File: config.mk
export PLATFORM = sky130hd
export DESIGN_NAME = branch_table_ctrl
export DESIGN_NICKNAME = d
export VERILOG_FILES = /design/src/rtl/branch_table_ctrl.sv
export SDC_FILE = /design/constraint.sdc
export NUM_CORES = 1
export LEC_CHECK = 0
export BUFFER_PORTS_ARGS = -buffer_cell sky130_fd_sc_hd__buf_2
export CORE_ASPECT_RATIO = 2
export CORE_MARGIN = 8
export CORE_UTILIZATION = 50
export DETAILED_ROUTE_END_ITERATION = 8
export PLACE_DENSITY_LB_ADDON = 0.05
export SYNTH_ARGS = -nofsm -noshare
export SYNTH_HDL_FRONTEND = slang
export SYNTH_SLANG_ARGS = --single-unit
File: constraint.sdc
create_clock -name clk -period 6.5 [get_ports clk]
set_input_delay 0.325 -clock clk [delete_from_list [all_inputs] [get_ports clk]]
set_output_delay 0.325 -clock clk [all_outputs]
set_load 0.01 [all_outputs]
File: src/rtl/branch_table_ctrl.sv
// Branch table update controller.
// Resolved branches are queued in a small FIFO and written into the branch
// table through a single port that is shared with fetch-stage lookups. A
// queued update yields to lookups for at most MAXWAIT cycles, and is forced
// through earlier when the queue is full. A flush request walks all 16 table
// entries and invalidates each one (SWEEP state).
module branch_table_ctrl #(
    parameter int QDEPTH  = 4,
    parameter int MAXWAIT = 3
) (
    input  logic                      clk,
    input  logic                      rst,
    input  logic                      resolve_valid,
    input  logic [31:0]               resolve_addr,
    input  logic [31:0]               resolve_dest,
    input  logic                      resolve_taken,
    output logic                      resolve_ready,
    input  logic                      lookup_valid,
    output logic                      lookup_stall,
    input  logic                      flush_req,
    output logic                      upd_valid,
    output logic [3:0]                upd_index,
    output logic [31:0]               upd_addr,
    output logic [31:0]               upd_dest,
    output logic                      upd_taken,
    output logic                      inv_valid,
    output logic [3:0]                inv_index,
    output logic [$clog2(QDEPTH):0]   q_count,
    output logic                      busy
);

    localparam int PW   = $clog2(QDEPTH);
    localparam int CW   = PW + 1;
    localparam int WRAW = $clog2(MAXWAIT + 1);
    localparam int WW   = (WRAW < 2) ? 2 : WRAW;

    typedef enum logic {IDLE, SWEEP} state_t;

    state_t          state_q, state_d;
    logic [3:0]      sweep_q, sweep_d;
    logic [PW-1:0]   wr_ptr_q, wr_ptr_d;
    logic [PW-1:0]   rd_ptr_q, rd_ptr_d;
    logic [CW-1:0]   count_q, count_d;
    logic [WW-1:0]   wait_q, wait_d;

    logic [31:0]     addr_mem  [QDEPTH];
    logic [31:0]     dest_mem  [QDEPTH];
    logic            taken_mem [QDEPTH];

    logic            empty;
    logic            full;
    logic            push;
    logic            flush_clr;

    // Table index hash: sum of the eight address nibbles, wrapping mod 16.
    function automatic logic [3:0] nibble_sum(input logic [31:0] a);
        logic [3:0] s;
        s = 4'd0;
        for (int i = 0; i < 8; i++) begin
            s = s + a[4*i +: 4];
        end
        return s;
    endfunction

    // Deferral counter increment that sticks at MAXWAIT.
    function automatic logic [WW-1:0] wait_sat(input logic [WW-1:0] w);
        return (w == WW'(MAXWAIT)) ? w : w + WW'(1);
    endfunction

    assign empty     = (count_q == '0);
    assign full      = (count_q == CW'(QDEPTH));
    assign push      = resolve_valid && resolve_ready;
    assign flush_clr = (state_q == IDLE) && flush_req;

    assign upd_addr  = addr_mem[rd_ptr_q];
    assign upd_dest  = dest_mem[rd_ptr_q];
    assign upd_taken = taken_mem[rd_ptr_q];
    assign upd_index = nibble_sum(upd_addr);
    assign inv_index = sweep_q;
    assign q_count   = count_q;

    // State register and all control state; reset overrides every input.
    always_ff @(posedge clk) begin
        if (rst) begin
            state_q  <= IDLE;
            sweep_q  <= 4'd0;
            wr_ptr_q <= '0;
            rd_ptr_q <= '0;
            count_q  <= '0;
            wait_q   <= '0;
        end else begin
            state_q  <= state_d;
            sweep_q  <= sweep_d;
            wr_ptr_q <= wr_ptr_d;
            rd_ptr_q <= rd_ptr_d;
            count_q  <= count_d;
            wait_q   <= wait_d;
        end
    end

    // FIFO payload storage; pointers alone define validity, so no reset.
    always_ff @(posedge clk) begin
        if (push) begin
            addr_mem[wr_ptr_q]  <= resolve_addr;
            dest_mem[wr_ptr_q]  <= resolve_dest;
            taken_mem[wr_ptr_q] <= resolve_taken;
        end
    end

    // Next-state logic: IDLE <-> SWEEP and the sweep counter.
    always_comb begin
        state_d = state_q;
        sweep_d = sweep_q;
        case (state_q)
            IDLE: begin
                if (flush_req) begin
                    state_d = SWEEP;
                    sweep_d = 4'd0;
                end
            end
            SWEEP: begin
                if (flush_req) begin
                    sweep_d = 4'd0;
                end else if (sweep_q == 4'd15) begin
                    state_d = IDLE;
                    sweep_d = 4'd0;
                end else begin
                    sweep_d = sweep_q + 4'd1;
                end
            end
            default: begin
                state_d = IDLE;
                sweep_d = 4'd0;
            end
        endcase
    end

    // Queue pointers, occupancy and lookup-deferral counter.
    always_comb begin
        wr_ptr_d = wr_ptr_q;
        rd_ptr_d = rd_ptr_q;
        count_d  = count_q;
        wait_d   = wait_q;
        if (flush_clr) begin
            wr_ptr_d = '0;
            rd_ptr_d = '0;
            count_d  = '0;
            wait_d   = '0;
        end else begin
            if (push) wr_ptr_d = wr_ptr_q + PW'(1);
            if (upd_valid) rd_ptr_d = rd_ptr_q + PW'(1);
            case ({push, upd_valid})
                2'b10:   count_d = count_q + CW'(1);
                2'b01:   count_d = count_q - CW'(1);
                default: count_d = count_q;
            endcase
            if (empty || upd_valid) wait_d = '0;
            else                    wait_d = wait_sat(wait_q);
        end
    end

    // Output decode: table-port arbitration and sweep indication.
    always_comb begin
        resolve_ready = 1'b0;
        upd_valid     = 1'b0;
        inv_valid     = 1'b0;
        busy          = 1'b0;
        case (state_q)
            IDLE: begin
                resolve_ready = !full && !flush_req;
                upd_valid     = !flush_req && !empty &&
                                (!lookup_valid || full || (wait_q == WW'(MAXWAIT)));
            end
            SWEEP: begin
                inv_valid = 1'b1;
                busy      = 1'b1;
            end
            default: ;
        endcase
        lookup_stall = lookup_valid && (upd_valid || (state_q == SWEEP));
    end

endmodule

## After elaboration in Yosys (flattened, before gate mapping)

Memory sizes are Yosys's and may differ from the RTL's. A register that Yosys moved wholly into a read port is not among the register bits.
Cells that the tools add are included.

| word-level totals | value |
|---|---|
| register bits | 14 |
| memory bits (writable) | 260 |
| input port bits | 70 |
| output and inout port bits | 81 |
| logic and storage cells | 67 |
| memories kept | 3 |

| cells by class | value |
|---|---|
| $add $sub $neg | 13 |
| equal/unequal tests | 6 |
| multiplexer cells | 20 |
| bitwise logic cells | 1 |
| reduce and logical (&&, ||, !) cells | 18 |

Memories:

| name | words | bits a word | rd ports | clocked after memory_dff | write ports | line | text |
|---|---|---|---|---|---|---|---|
| addr_mem | 4 | 32 | 1 | 1 | 1 | 46 | `logic [31:0] addr_mem [QDEPTH];` |
| dest_mem | 4 | 32 | 1 | 1 | 1 | 47 | `logic [31:0] dest_mem [QDEPTH];` |
| taken_mem | 4 | 1 | 1 | 1 | 1 | 48 | `logic taken_mem [QDEPTH];` |

Operator list:

| operator | count |
|---|---|
| $add A4 B4 Y4 | 7 |
| $mux W2 | 6 |
| $mux W4 | 3 |
| $mux W1 | 8 |
| $pmux W4 S2 | 1 |
| $add A2 B1 Y2 const B | 3 |
| $logic_and A1 B1 Y1 | 6 |
| $pmux W3 S2 | 1 |
| $add A4 B1 Y4 const B | 1 |
| $eq A2 B2 Y1 const B | 2 |
| $eq A4 B4 Y1 const B | 1 |
| $logic_not A1 Y1 | 4 |
| $logic_or A1 B1 Y1 | 4 |
| $add A3 B1 Y3 const B | 1 |
| $eq A3 B3 Y1 const B | 1 |
| $logic_not A3 Y1 | 1 |
| $reduce_or A3 Y1 | 1 |
| $sub A3 B1 Y3 const B | 1 |
| $eq A2 B1 Y1 const B | 1 |
| $ne A2 B2 Y1 const B | 1 |
| $pmux W1 S2 | 1 |
| $reduce_bool A2 Y1 | 1 |
| $reduce_or A2 Y1 | 1 |
| $not A1 Y1 | 1 |

## Logic depth before layout (Yosys ltp)

| depth | value |
|---|---|
| depth after elaboration | 7 |
| gate-level depth with buffers | 17 |
| depth with buffers taken out | 14 |

## Worst setup path before layout

OpenSTA, ideal clock, no wires.

| timing | value |
|---|---|
| path kind | flip-flop to output port |
| start point | register with a tool-made name |
| end point | output upd_index[3] |
| arrival | 4.764 ns |
| data required time | 6.175 ns |
| slack | 1.411 ns |
| stages on the path, launching flop included | 16 |
| buffers on the path | 3 |
| cell sequence | dfxtp_1 -> buf_6 -> buf_2 -> buf_2 -> mux4_2 -> fa_1 -> inv_1 -> fa_1 -> fa_1 -> inv_1 -> fa_1 -> ha_1 -> xor2_1 -> xnor2_1 -> xnor2_1 -> xnor3_1 |

RTL lines:

| what | line | text |
|---|---|---|
| end: declaration | 22 | `output logic [3:0] upd_index,` |

==> results.toml <==
[run_status]
status = "completed"

[job]
cap_violations = 0

[route]
wl_um = 19800
drtPass1Iterations = 4
drc_errors = 0
viasPerCell = 5.268
wl_per_cell_um = 20.60
ant_nets = 0
vias = 5063
drt-initial-drc-count = 224

[clock_network]
holdBufCountCts = 17
cts_made_buffers = 25
clock-sinks = 276
cts_tree = "done"
clkLatencyLatePin_ns = 0.52
postCtsSetupBuffers = 0
cts_root_buf = "clkbuf_16"
clockBufferDepth = 3
cts.clk_slew.worst_paths_ns = 0.06
post_cts_resized = 0
h-tree-depth = 1

[logic_synthesis]
syn_nets = 584
syn_area_um2 = 10720
ys_seq_area_share_pct = 75.83
yosys.area.top_type = "edfxtp_1"
synth_most_common_cell = "edfxtp_1"
yosys_warnings = 0
ys_top_cells_by_count = "edfxtp_1 (260), mux4_2 (64), inv_1 (33)"
syn_avg_cell_area_um2 = 21.96
synth_area_leaders = "edfxtp_1 (73%), mux4_2 (13%), dfxtp_1 (3.0%), fa_1 (2.8%), ha_1 (1.3%)"
postSynth.asyncResetShare_pct = 0
synth-seq-cells = 276
synth_edf_count = 260
syn_inst = 488
synth.distinct_cells = 35
synth_top_cell_area_share_pct = 72.85
ys.flop_type = "edfxtp_1"

[placed_design]
routabilityCongestion = 0.7436
pre_cts_ws_ns = 1.090
hpwl_um = 12530
io_buffers = 150

[final_layout]
post-route-util_pct = 59.85
area_delta_synth_final_pct = 18.95
fill_cells = 1638
nNetsFinal = 766
diodes = 0
drive_gt1_share_pct = 38.52

[timing]
setup_viol = 0
fin_crit_ns = 5.862
tns_ns = 0
rsz0062_at_grt = "false"
worstMarginPinSlew_ns = 1.052
setup_ws_ns = 0.6383
final_hold_viol_count = 0
fmax_ghz = 0.1706
slew_violations = 0
finalCritPeriodShare_pct = 90.18
finClkSkew_ns = 0.006037
fin_hold_ws_ns = 0.02245
relSlewSlack_pct = 29.88

[floorplanning]
die_y_um = 223.1
die_x_um = 119.5
die-area_um2 = 26660
core_um2 = 21300
rows = 76
io_pins = 151
initial_core_util_pct = 50.32

[power]
p_per_area_nw_per_um2 = 291.4
finalPower_uw = 3715
cellLeakagePower_uw = 0.004409
peakVddDrop_v = 0.0003026

[grt]
grt_pass1_wl_um = 30950
grt_pass1_vias = 5702
grt.total_usage_pct = 14.96
antenna_found_initial = 3
overflow = 0
grt_max_degree = 66

[worst_setup_path]
worst-setup-path-type = "flop to output pin"
crit_path_start_kind = "flop"
crit_fanout = 34
regToRegStartpoint = "state_q"
crit_chain = "mux4_2, inv_1, fa_1, inv_1, fa_1, fa_1, inv_1, fa_1, inv_1, ha_1, xor2_1, xnor2_1, xnor2_1, xnor3_1, buf_2"
worstPathArrival_ns = 5.54
cp_top_family = "adder cells"
worst_path_max_delay_cell = "dfxtp_4"
cp_num_buf_inv = 5
required_ns = 6.17
end_kind = "output pin"
cp_slowest_stage_delay_ns = 0.81

[hold_path]
min_from = "resolve_dest[3]"
min_path_type = "primary input to flop"
[worst register-to-register path, stage by stage, from the launching register on]
cell and delay [ns]:
dfxtp_1 0.39, nor2_1 0.28, a21boi_0 0.68, and3_4 0.35, buf_4 0.74
[metrics by stage]
step	area, um^2	cells
5_1_grt	12750	961
4_1_cts	12750	961
3_3_place_gp	11800	899
2_1_floorplan	10720	488
3_5_place_dp	11800	899
6_report	12750	961
[path summary, 6_finish.rpt]
| kind | endpoint | slack (ns) | cells after the start |
|---|---|---|---|
| max | upd_index[3] | 0.64 | 15 |
| min | dest_mem[3][3] | 0.02 | 1 |
| max reg2reg | dest_mem[1][15] | 3.64 | 4 |
| min reg2reg | wr_ptr_q[1] | 0.50 | 2 |
[where the power goes]
part | total [uW] | switching (uW) | leakage (uW) | internal [uW]
sequential | 1980 | 9.86 | 0.00248 | 1970
clock | 1400 | 600 | 0.000382 | 800
combinational | 336 | 175 | 0.00154 | 160
total | 3710 | 786 | 0.00441 | 2930
[final cells by class]
cell class	instances	area [um^2]	area share, %
flip-flops and latches	276	8135	63.81
multi-input cells	161	2399	18.81
repair buffers	173	965.9	7.577
clock buffers	32	661.9	5.192
well taps	273	341.6	2.679
inverters	33	123.9	0.9716
clock inverters	13	121.4	0.9520
[layout by cell type (no fill, tap or decap), types with 4 or more instances in the layout]
| cell type | n |
|---|---|
| fa_1 | 15 |
| clkbuf_16 | 25 |
| clkbuf_1 | 6 |
| mux4_2 | 64 |
| a21oi_1 | 5 |
| clkinv_2 | 6 |
| buf_2 | 150 |
| dfxtp_1 | 14 |
| nor3_1 | 4 |
| nand2_1 | 5 |
| xor2_1 | 8 |
| xnor2_1 | 10 |
| ha_1 | 11 |
| nor2_1 | 12 |
| edfxtp_1 | 260 |
| and3_4 | 4 |
| buf_4 | 6 |
| o21ai_0 | 4 |
| inv_1 | 33 |
| dlygate4sd3_1 | 17 |
[logic make-up (layout without fill, tap and decap cells)]
kind of cell / count (synthesis) / after routing / share of synthesized area (%)
mux: 68 / 68 / 13.99
flops: 276 / 276 / 75.83
xor+xnor: 20 / 20 / 1.833
fa+ha+maj: 26 / 26 / 4.086
simple gates: 32 / 32 / 1.413
buf+inv: 51 / 251 / 1.973
compound gates: 15 / 15 / 0.8756
[flip-flops by register name, summed over array words and instances (netlist names), named ones only]
name,cells
wr_ptr_q,2
wait_q,2
state_q,1
q_count,3
rd_ptr_q,2
inv_index,4
addr_mem,128
taken_mem,4
dest_mem,128
[per-layer routing]
metal,GRT usage (%),wire (um),part of all wire (%)
met1,17.05,7643,39
met3,3.773,1136,5.7
met5,0,40,0.20
met4,4.947,386,1.9
met2,26.64,10590,53
No activity file was read; power rests on OpenSTA's default activity.
